[config.mk]
export PLATFORM = sky130hd
export DESIGN_NAME = vga_pattern_gen
export DESIGN_NICKNAME = d
export VERILOG_FILES = /design/src/rtl/vga_pattern_gen.sv
export SDC_FILE = /design/constraint.sdc
export NUM_CORES = 1
export LEC_CHECK = 0
export BUFFER_PORTS_ARGS = -buffer_cell sky130_fd_sc_hd__buf_4
export CORE_ASPECT_RATIO = 1.25
export CORE_MARGIN = 1
export CORE_UTILIZATION = 52
export CTS_CLUSTER_DIAMETER = 150
export DETAILED_ROUTE_END_ITERATION = 12
export GPL_TIMING_DRIVEN = 0
export PLACE_DENSITY = 0.88
export SYNTH_ARGS = -nofsm -noshare
export SYNTH_HDL_FRONTEND = slang
export SYNTH_SLANG_ARGS = --single-unit
[constraint.sdc]
create_clock -name Clk -period 2.85 [get_ports Clk]
set_input_delay 0.1425 -clock Clk [delete_from_list [all_inputs] [get_ports Clk]]
set_output_delay 0.1425 -clock Clk [all_outputs]
set_load 0.02 [all_outputs]
[src/rtl/vga_pattern_gen.sv]
`default_nettype none
// ============================================================================
// Module   : vga_pattern_gen
// Brief    : Test-pattern source for the VGA/TFT timing controller. Returns
//            one RGB888 word per Data_Req, one clock later. Modes: 0 colour
//            grid, 1 checkerboard, 2 grey ramp, 3 bouncing square. Mode and
//            square position change only at the frame-end pixel.
// Options  : PATGEN_BORDER_EN - force a 1-pixel white frame around the
//            active area in every mode.
// Revision : 1.0 - initial release
// ============================================================================
module vga_pattern_gen #(
    parameter int H_ACTIVE = 800,
    parameter int V_ACTIVE = 480,
    parameter int ROWS     = 4,
    parameter int COLS     = 2,
    parameter int CNT_W    = 11,
    parameter int CHK_LOG2 = 5,
    parameter int SQ       = 64,
    parameter int STEP     = 4
) (
    input  logic             Clk,
    input  logic             Reset,
    input  logic             Data_Req,
    input  logic [CNT_W-1:0] hcount,
    input  logic [CNT_W-1:0] vcount,
    input  logic [1:0]       mode,
    output logic [23:0]      disp_data,
    output logic             disp_vld
);

    localparam int COL_W = H_ACTIVE / COLS;
    localparam int ROW_H = V_ACTIVE / ROWS;

    localparam logic [CNT_W-1:0] X_MAX  = CNT_W'(H_ACTIVE - SQ);
    localparam logic [CNT_W-1:0] Y_MAX  = CNT_W'(V_ACTIVE - SQ);
    localparam logic [CNT_W-1:0] STEP_N = CNT_W'(STEP);
    localparam logic [CNT_W:0]   SQ_E   = (CNT_W+1)'(SQ);
    localparam logic [CNT_W:0]   STEP_E = (CNT_W+1)'(STEP);
    localparam logic [CNT_W-1:0] H_LAST = CNT_W'(H_ACTIVE - 1);
    localparam logic [CNT_W-1:0] V_LAST = CNT_W'(V_ACTIVE - 1);

    logic [23:0]      disp_data_q, disp_data_d;
    logic             disp_vld_q;
    logic [1:0]       mode_q, mode_d;
    logic [CNT_W-1:0] sq_x_q, sq_x_d, sq_y_q, sq_y_d;
    logic             dx_q, dx_d, dy_q, dy_d;   // 1 = moving towards +x/+y

    logic             fe_w;
    logic [3:0]       col_w, row_w;
    logic [2:0]       idx_w;
    logic [23:0]      grid_w, pix_w;
    logic             in_sq_w;

    assign fe_w = Data_Req && (hcount == H_LAST) && (vcount == V_LAST);

    // Grid cell lookup: comparator chain against constant block edges, which
    // also clamps out-of-range coordinates into the last row/column.
    always_comb begin
        col_w = '0;
        row_w = '0;
        for (int k = 1; k < COLS; k++) begin
            if (32'(hcount) >= 32'(k * COL_W)) col_w = 4'(k);
        end
        for (int k = 1; k < ROWS; k++) begin
            if (32'(vcount) >= 32'(k * ROW_H)) row_w = 4'(k);
        end
        idx_w  = 3'(row_w * 4'(COLS) + col_w);
        // Palette index bits map to {G,R,B}
        grid_w = {{8{idx_w[1]}}, {8{idx_w[2]}}, {8{idx_w[0]}}};
    end

    // Square hit test, widened so sq_x+SQ cannot wrap
    always_comb begin
        in_sq_w = ({1'b0, hcount} >= {1'b0, sq_x_q}) &&
                  ({1'b0, hcount} <  ({1'b0, sq_x_q} + SQ_E)) &&
                  ({1'b0, vcount} >= {1'b0, sq_y_q}) &&
                  ({1'b0, vcount} <  ({1'b0, sq_y_q} + SQ_E));
    end

    // Pattern select on the frame-latched mode, optional border override
    always_comb begin
        pix_w = 24'h000000;
        case (mode_q)
            2'd0:    pix_w = grid_w;
            2'd1:    pix_w = (hcount[CHK_LOG2] ^ vcount[CHK_LOG2]) ? 24'hFFFFFF : 24'h000000;
            2'd2:    pix_w = {hcount[7:0], hcount[7:0], hcount[7:0]};
            default: pix_w = in_sq_w ? 24'hFF0000 : 24'h0000FF;
        endcase
`ifdef PATGEN_BORDER_EN
        if ((hcount == '0) || (hcount == H_LAST) ||
            (vcount == '0) || (vcount == V_LAST)) begin
            pix_w = 24'hFFFFFF;
        end
`endif
        disp_data_d = Data_Req ? pix_w : 24'h000000;
    end

    // Frame-end updates: latch mode, bounce the square off the clamp limits
    always_comb begin
        mode_d = mode_q;
        sq_x_d = sq_x_q;
        sq_y_d = sq_y_q;
        dx_d   = dx_q;
        dy_d   = dy_q;
        if (fe_w) begin
            mode_d = mode;
            if (dx_q) begin
                if (({1'b0, sq_x_q} + STEP_E) >= {1'b0, X_MAX}) begin
                    sq_x_d = X_MAX;
                    dx_d   = 1'b0;
                end else begin
                    sq_x_d = sq_x_q + STEP_N;
                end
            end else begin
                if (sq_x_q <= STEP_N) begin
                    sq_x_d = '0;
                    dx_d   = 1'b1;
                end else begin
                    sq_x_d = sq_x_q - STEP_N;
                end
            end
            if (dy_q) begin
                if (({1'b0, sq_y_q} + STEP_E) >= {1'b0, Y_MAX}) begin
                    sq_y_d = Y_MAX;
                    dy_d   = 1'b0;
                end else begin
                    sq_y_d = sq_y_q + STEP_N;
                end
            end else begin
                if (sq_y_q <= STEP_N) begin
                    sq_y_d = '0;
                    dy_d   = 1'b1;
                end else begin
                    sq_y_d = sq_y_q - STEP_N;
                end
            end
        end
    end

    // State and output registers
    always_ff @(posedge Clk) begin
        if (Reset) begin
            disp_data_q <= 24'h000000;
            disp_vld_q  <= 1'b0;
            mode_q      <= 2'd0;
            sq_x_q      <= '0;
            sq_y_q      <= '0;
            dx_q        <= 1'b1;
            dy_q        <= 1'b1;
        end else begin
            disp_data_q <= disp_data_d;
            disp_vld_q  <= Data_Req;
            mode_q      <= mode_d;
            sq_x_q      <= sq_x_d;
            sq_y_q      <= sq_y_d;
            dx_q        <= dx_d;
            dy_q        <= dy_d;
        end
    end

    assign disp_data = disp_data_q;
    assign disp_vld  = disp_vld_q;

endmodule
`default_nettype wire

# Yosys cells after proc, flatten, opt, wreduce, memory -nomap -nowiden
# Index checks and enable logic that the tools add are counted.
# totals
romBits	0
wordCells	60
latchBits	0
n_memories	0
mem_bits_rw	0
output_inout_bits	25
ff_bits	51
inputBits	27
# classes
bitwise	2
multipliers	0
eq_ne	4
n_reduce_logical	7
div_mod_pow	0
mux	19
n_addsub	9
n_shift	0
order_cmp	12
# op_table
cell	n
$pmux W24 S3	1
$mux W11	6
$mux W24	2
$add A11 B3 Y12 const B	2
$add A11 B7 Y12 const B	2
$lt A11 B12 Y1	2
$add A11 B3 Y11 const B	2
$ge A11 B11 Y1	2
$ge A11 B9 Y1 const B	2
$le A11 B3 Y1 const B	2
$sub A11 B3 Y11 const B	2
$ge A12 B10 Y1 const B	1
$ge A12 B9 Y1 const B	1
$eq A11 B10 Y1 const B	1
$eq A11 B9 Y1 const B	1
$ge A11 B7 Y1 const B	1
$ge A11 B8 Y1 const B	1
$mux W1	8
$logic_and A1 B1 Y1	5
$mux W2	2
$add A3 B3 Y3	1
$eq A2 B1 Y1 const B	1
$eq A2 B2 Y1 const B	1
$logic_not A2 Y1	1
3 further kinds	3

# Longest topological paths before layout
# logic_depth
word_depth	7
ltp_mapped	11
depth_no_buf	10

# Worst setup path after synthesis
# OpenSTA, ideal clock, no wires.
# synth_path
kind	flip-flop to flip-flop
startpoint	register sq_x_q[6]
endpoint	register disp_data_q[0] (netlist: disp_data[0])
n_path_buf	1
stages_incl_launch_ff	11
t_arrival_ns	2.761
setup_slack_ns	-0.076
setup_time_ns	0.166
t_required_ns	2.684
period_less_slack_ns	2.926
cell_sequence	dfxtp_1 -> clkbuf_1 -> inv_1 -> ha_1 -> inv_1 -> ha_1 -> a221oi_1 -> nand4_1 -> a31o_2 -> o41ai_1 -> a21oi_1
# synth_via
elab_chain_len	7
word_cells_on_any_way	8
cone_classes	add/sub: 1; order compare: 2; mux: 2; reduce/logical: 3
# synth_lines
item	line_no	text
start: declaration	46	logic [CNT_W-1:0] sq_x_q, sq_x_d, sq_y_q, sq_y_d;
start signal: assignment	155	sq_x_q <= sq_x_d;
$add A11 B7 Y12	76	({1'b0, hcount} < ({1'b0, sq_x_q} + SQ_E)) &&
$lt A11 B12 Y1	76	
$logic_and A1 B1 Y1 *	75	in_sq_w = ({1'b0, hcount} >= {1'b0, sq_x_q}) &&
$logic_and A1 B1 Y1 *	76	
$logic_and A1 B1 Y1 *	77	({1'b0, vcount} >= {1'b0, sq_y_q}) &&
$mux W24 *	88	default: pix_w = in_sq_w ? 24'hFF0000 : 24'h0000FF;
$pmux W24 S3 *	84	case (mode_q)
end signal: assignment	152	disp_data_q <= disp_data_d;
end: declaration	43	logic [23:0] disp_data_q, disp_data_d;
# Mark *: on every way between the ends. The rest lies on a longest branch, timed or not.
# A chain may end at the register's enable or synchronous reset.

# Worst setup path in the final report
# layout_path
startpoint	register sq_y_q[6]
endpoint	register disp_data_q[16] (netlist: disp_data[16])
# layout_via
elab_chain_len	5
word_cells_on_any_way	7
cone_classes	add/sub: 1; order compare: 2; mux: 2; reduce/logical: 2
# layout_lines
item	line_no	text
start: declaration	46	
start signal: assignment	156	sq_y_q <= sq_y_d;
$add A11 B7 Y12 / $ge A11 B11 Y1 (equally long branches)	78, 77	
$lt A11 B12 Y1 / $logic_and A1 B1 Y1 (equally long branches)	78, 76	
$logic_and A1 B1 Y1 *	77	
$mux W24 *	88	
$pmux W24 S3 *	84	
# Marks and branches as above.

==> metrics.txt <==
final RePlAce weighted congestion=0.989; final count of negative-setup-slack endpoints=0; Tcrit/Tclk final=97.6%; Clock Path Buffers=2; Synth top area share=27.5%; dpl hpwl=7690 µm; Post-Syn Area per Cell=7.83 µm²; Post-Layout Cell Count=582; Initial Util=54.8%; layout cell share with drive strength beyond 1=16.1%; Cells after Synth=437; Hold Startpoint=Reset; All-Layer GR Usage=30.3%; ys async rst share=0%; post-synthesis cell type count=58; Hold WS=0.0836 ns; H-tree lvl count=2; #FFs+latches synth=47; register area share after synthesis=27.5%; Synth area leaders=dfxtp_1 (27%), ha_1 (14%), a21oi_1 (6.6%), o21ai_0 (5.0%), nor3_1 (4.1%); Inserted Clock Buffers=5; slew of the pin with the lowest slew margin=0.724 ns; flop-to-flop setup slack=0.07 ns; top-count cell post-synth=dfxtp_1; cells on worst reg2reg path=11; vias=3791; latest clock arrival within the worst-skew pair=0.31 ns; Rows=32; number of synthesized flops with an enable pin=0; Fill cells=519; Die ar.=0.00691 mm²; Final Critical Period=2.78 ns; Worst setup EP type=flip-flop; Slew Limit Fails=0; syn nets=502; Crit path required time=3.07 ns; Hold Path Stages=2; area delta synth->final=19.8%; Pre-Repair DR Iteration Count=6; CORE AREA=0.00625 mm²; Layout Skew=0.0149 ns; Slew HR=51.6%; CTS hold repair buffers=0; yosys synthesis warning count=0; Critical R2R Launch=sq_y_q[6]; Max Clk Rate=359 MHz; Clock Root Buffer=clkbuf_8; CTS tree=built; DRC Markers=0; DR iter-0 viols=255; combinational share of power=16.7%; top post-synthesis cells by count=dfxtp_1 (47), a21oi_1 (45), ha_1 (38), o21ai_0 (34); post-DR wirelength/cell=17.4 µm; IO Port Bufs=51; max-cap violation count=0; Final WS setup=0.0672 ns; global-route wire length before repair=16300 µm; ANT nets after route=0; CP max FO=10; Hold/Removal Path Class=input port to flip-flop; VDD IR max=0.000175 V; Critical Setup Path Class=flip-flop to flip-flop; clock power share=38.4%; endpoints failing hold=0; clock tree sinks=47; Int Pwr=1.14 mW; die width=74.6 µm; Post-Syn Area=0.00342 mm²; Ant. Diodes=0; Flop pwr share=45.0%; status=finished, final reports clean; Via-to-Cell Ratio=6.51; initial antenna violation count=0; most used flip-flop cell after synthesis=dfxtp_1; I/O pin count=52; Sw Pwr=0.386 mW; Setup TNS Final=0 ns; hold path endpoint=dx_q; Reg-to-Reg End=disp_data[16]; P_leak=1.62 nW; sw frac=25.3%; die height=92.7 µm; largest net degree at the start of global routing=15; worst endpoint data arrival time=3.00 ns; number of cells after detailed placement=573; Setup crit start kind=flip-flop; Yosys top cell by area=dfxtp_1; vias in the first global route=3567; grt ovf=0; Total Routed Length=10200 µm; Nets=561; Power Density=372 mW/mm²; worst slack, placed=-0.291 ns; Worst-path clk slew=0.10 ns
==> per-stage QoR <==
| stage | power, mW | utilization, % | area (µm²) |
|---|---|---|---|
| after floorplan | 0.830 | - | 3430 |
| final | 1.52 | 65.6 | 4100 |
| after global routing | 1.58 | 65.6 | 4100 |
| after global placement | 0.932 | 62.7 | 3920 |
| after CTS | 1.52 | 65.3 | 4080 |
| after detailed placement | 0.941 | 62.7 | 3920 |
==> layout make-up <==
class | count | area, µm² | share of cell area (%)
Clock inverter | 2 | 60.1 | 1.46
Sequential cell | 47 | 942 | 23.0
Tap cell | 85 | 106 | 2.59
Clock buffer | 6 | 72.6 | 1.77
Timing Repair Buffer | 52 | 390 | 9.52
Buffer | 28 | 136 | 3.33
Multi-Input combinational cell | 335 | 2290 | 55.9
Inverter | 27 | 101 | 2.47
==> registers in the layout (all words and copies together) (netlist names) <==
register,cells
sq_y_q,9
disp_data,24
sq_x_q,9
mode_q,2
dx_q,1
disp_vld,1
dy_q,1
==> power by group through the flow <==
| stage | sequential (mW) | combinational, mW | clock, mW |
|---|---|---|---|
| 6_report | 0.685 | 0.254 | 0.585 |
| 5_1_grt | 0.688 | 0.274 | 0.620 |
| 4_1_cts | 0.685 | 0.246 | 0.584 |
| 3_5_place_dp | 0.700 | 0.240 | 0 |
| 3_3_place_gp | 0.700 | 0.232 | 0 |
| 2_1_floorplan | 0.726 | 0.104 | 0 |
==> cell usage in the layout (no fill, tap or decap), drive strengths merged, types with 2 or more instances in the layout <==
cell type / netlist / routed
a211oi: 16 / 16
a32oi: 3 / 3
bufinv: 0 / 2
a31oi: 5 / 5
or4: 3 / 3
ha: 38 / 38
clkbuf: 25 / 30
o211ai: 5 / 5
o21ai: 35 / 35
o311ai: 2 / 2
buf: 3 / 56
nand4b: 3 / 3
dfxtp: 47 / 47
nor2: 20 / 20
o21a: 2 / 2
nor3: 28 / 28
nor2b: 5 / 5
xnor2: 10 / 10
and2: 2 / 2
a21o: 5 / 5
nand3: 20 / 20
and4: 3 / 3
nor4: 2 / 2
inv: 27 / 27
and3: 5 / 5
o211a: 2 / 2
a221oi: 7 / 7
or3: 3 / 3
or2: 2 / 2
nand4: 10 / 10
a21oi: 45 / 45
nand2: 28 / 28
nand2b: 4 / 4
==> critical path, stage by stage, from the launching register on <==
cell	delay, ns
dfxtp_2	0.40
clkbuf_4	0.21
inv_1	0.10
ha_1	0.29
inv_1	0.04
ha_1	0.28
a21o_1	0.17
a21o_1	0.17
a32oi_1	0.19
a32oi_1	0.19
o311a_4	0.43
nor3_1	0.21
==> repair_timing <==
item / 4_1_cts / 5_1_grt
pin swaps: 1 / 2
hold endpoints to repair: 0 / 0
endpoints found under the setup margin: 16 / 16
resized for setup: 5 / 13
setup buffers: 0 / 1
==> worst max path at each step <==
stage | start | end | slack, ns | cells after the start
2_1_floorplan | sq_x_q[6] | disp_data[0] | 0.19 | 10
3_3_place_gp | sq_y_q[6] | disp_data[2] | -0.20 | 11
3_5_place_dp | sq_y_q[6] | disp_data[1] | -0.29 | 11
4_1_cts | sq_y_q[6] | disp_data[21] | 0.01 | 11
5_1_grt | sq_x_q[6] | disp_data[2] | -0.04 | 11
6_report | sq_y_q[6] | disp_data[16] | 0.07 | 11
==> metal layers <==
layer / GRT usage, % / wire length (µm) / vias to the layer above
li1: - / - / 1749
met1: 33.6 / 3650 / 1725
met2: 53.2 / 5160 / 252
met3: 4.68 / 779 / 65
met4: 17.6 / 563 / 0
met5: 0 / 0 / -
==> cell families (layout without fill, tap and decap cells) <==
logic type	after synthesis	after routing	share of synthesized area (%)
xor gates and xnor gates	10	10	2.56
AOI/OAI and AO/OA	146	146	28.0
and+or+nand+nor	141	141	21.5
adders and majority gates	38	38	13.9
DFF	47	47	27.5
buffers and inverters	55	115	6.58
No activity file was read; power rests on OpenSTA's default activity.
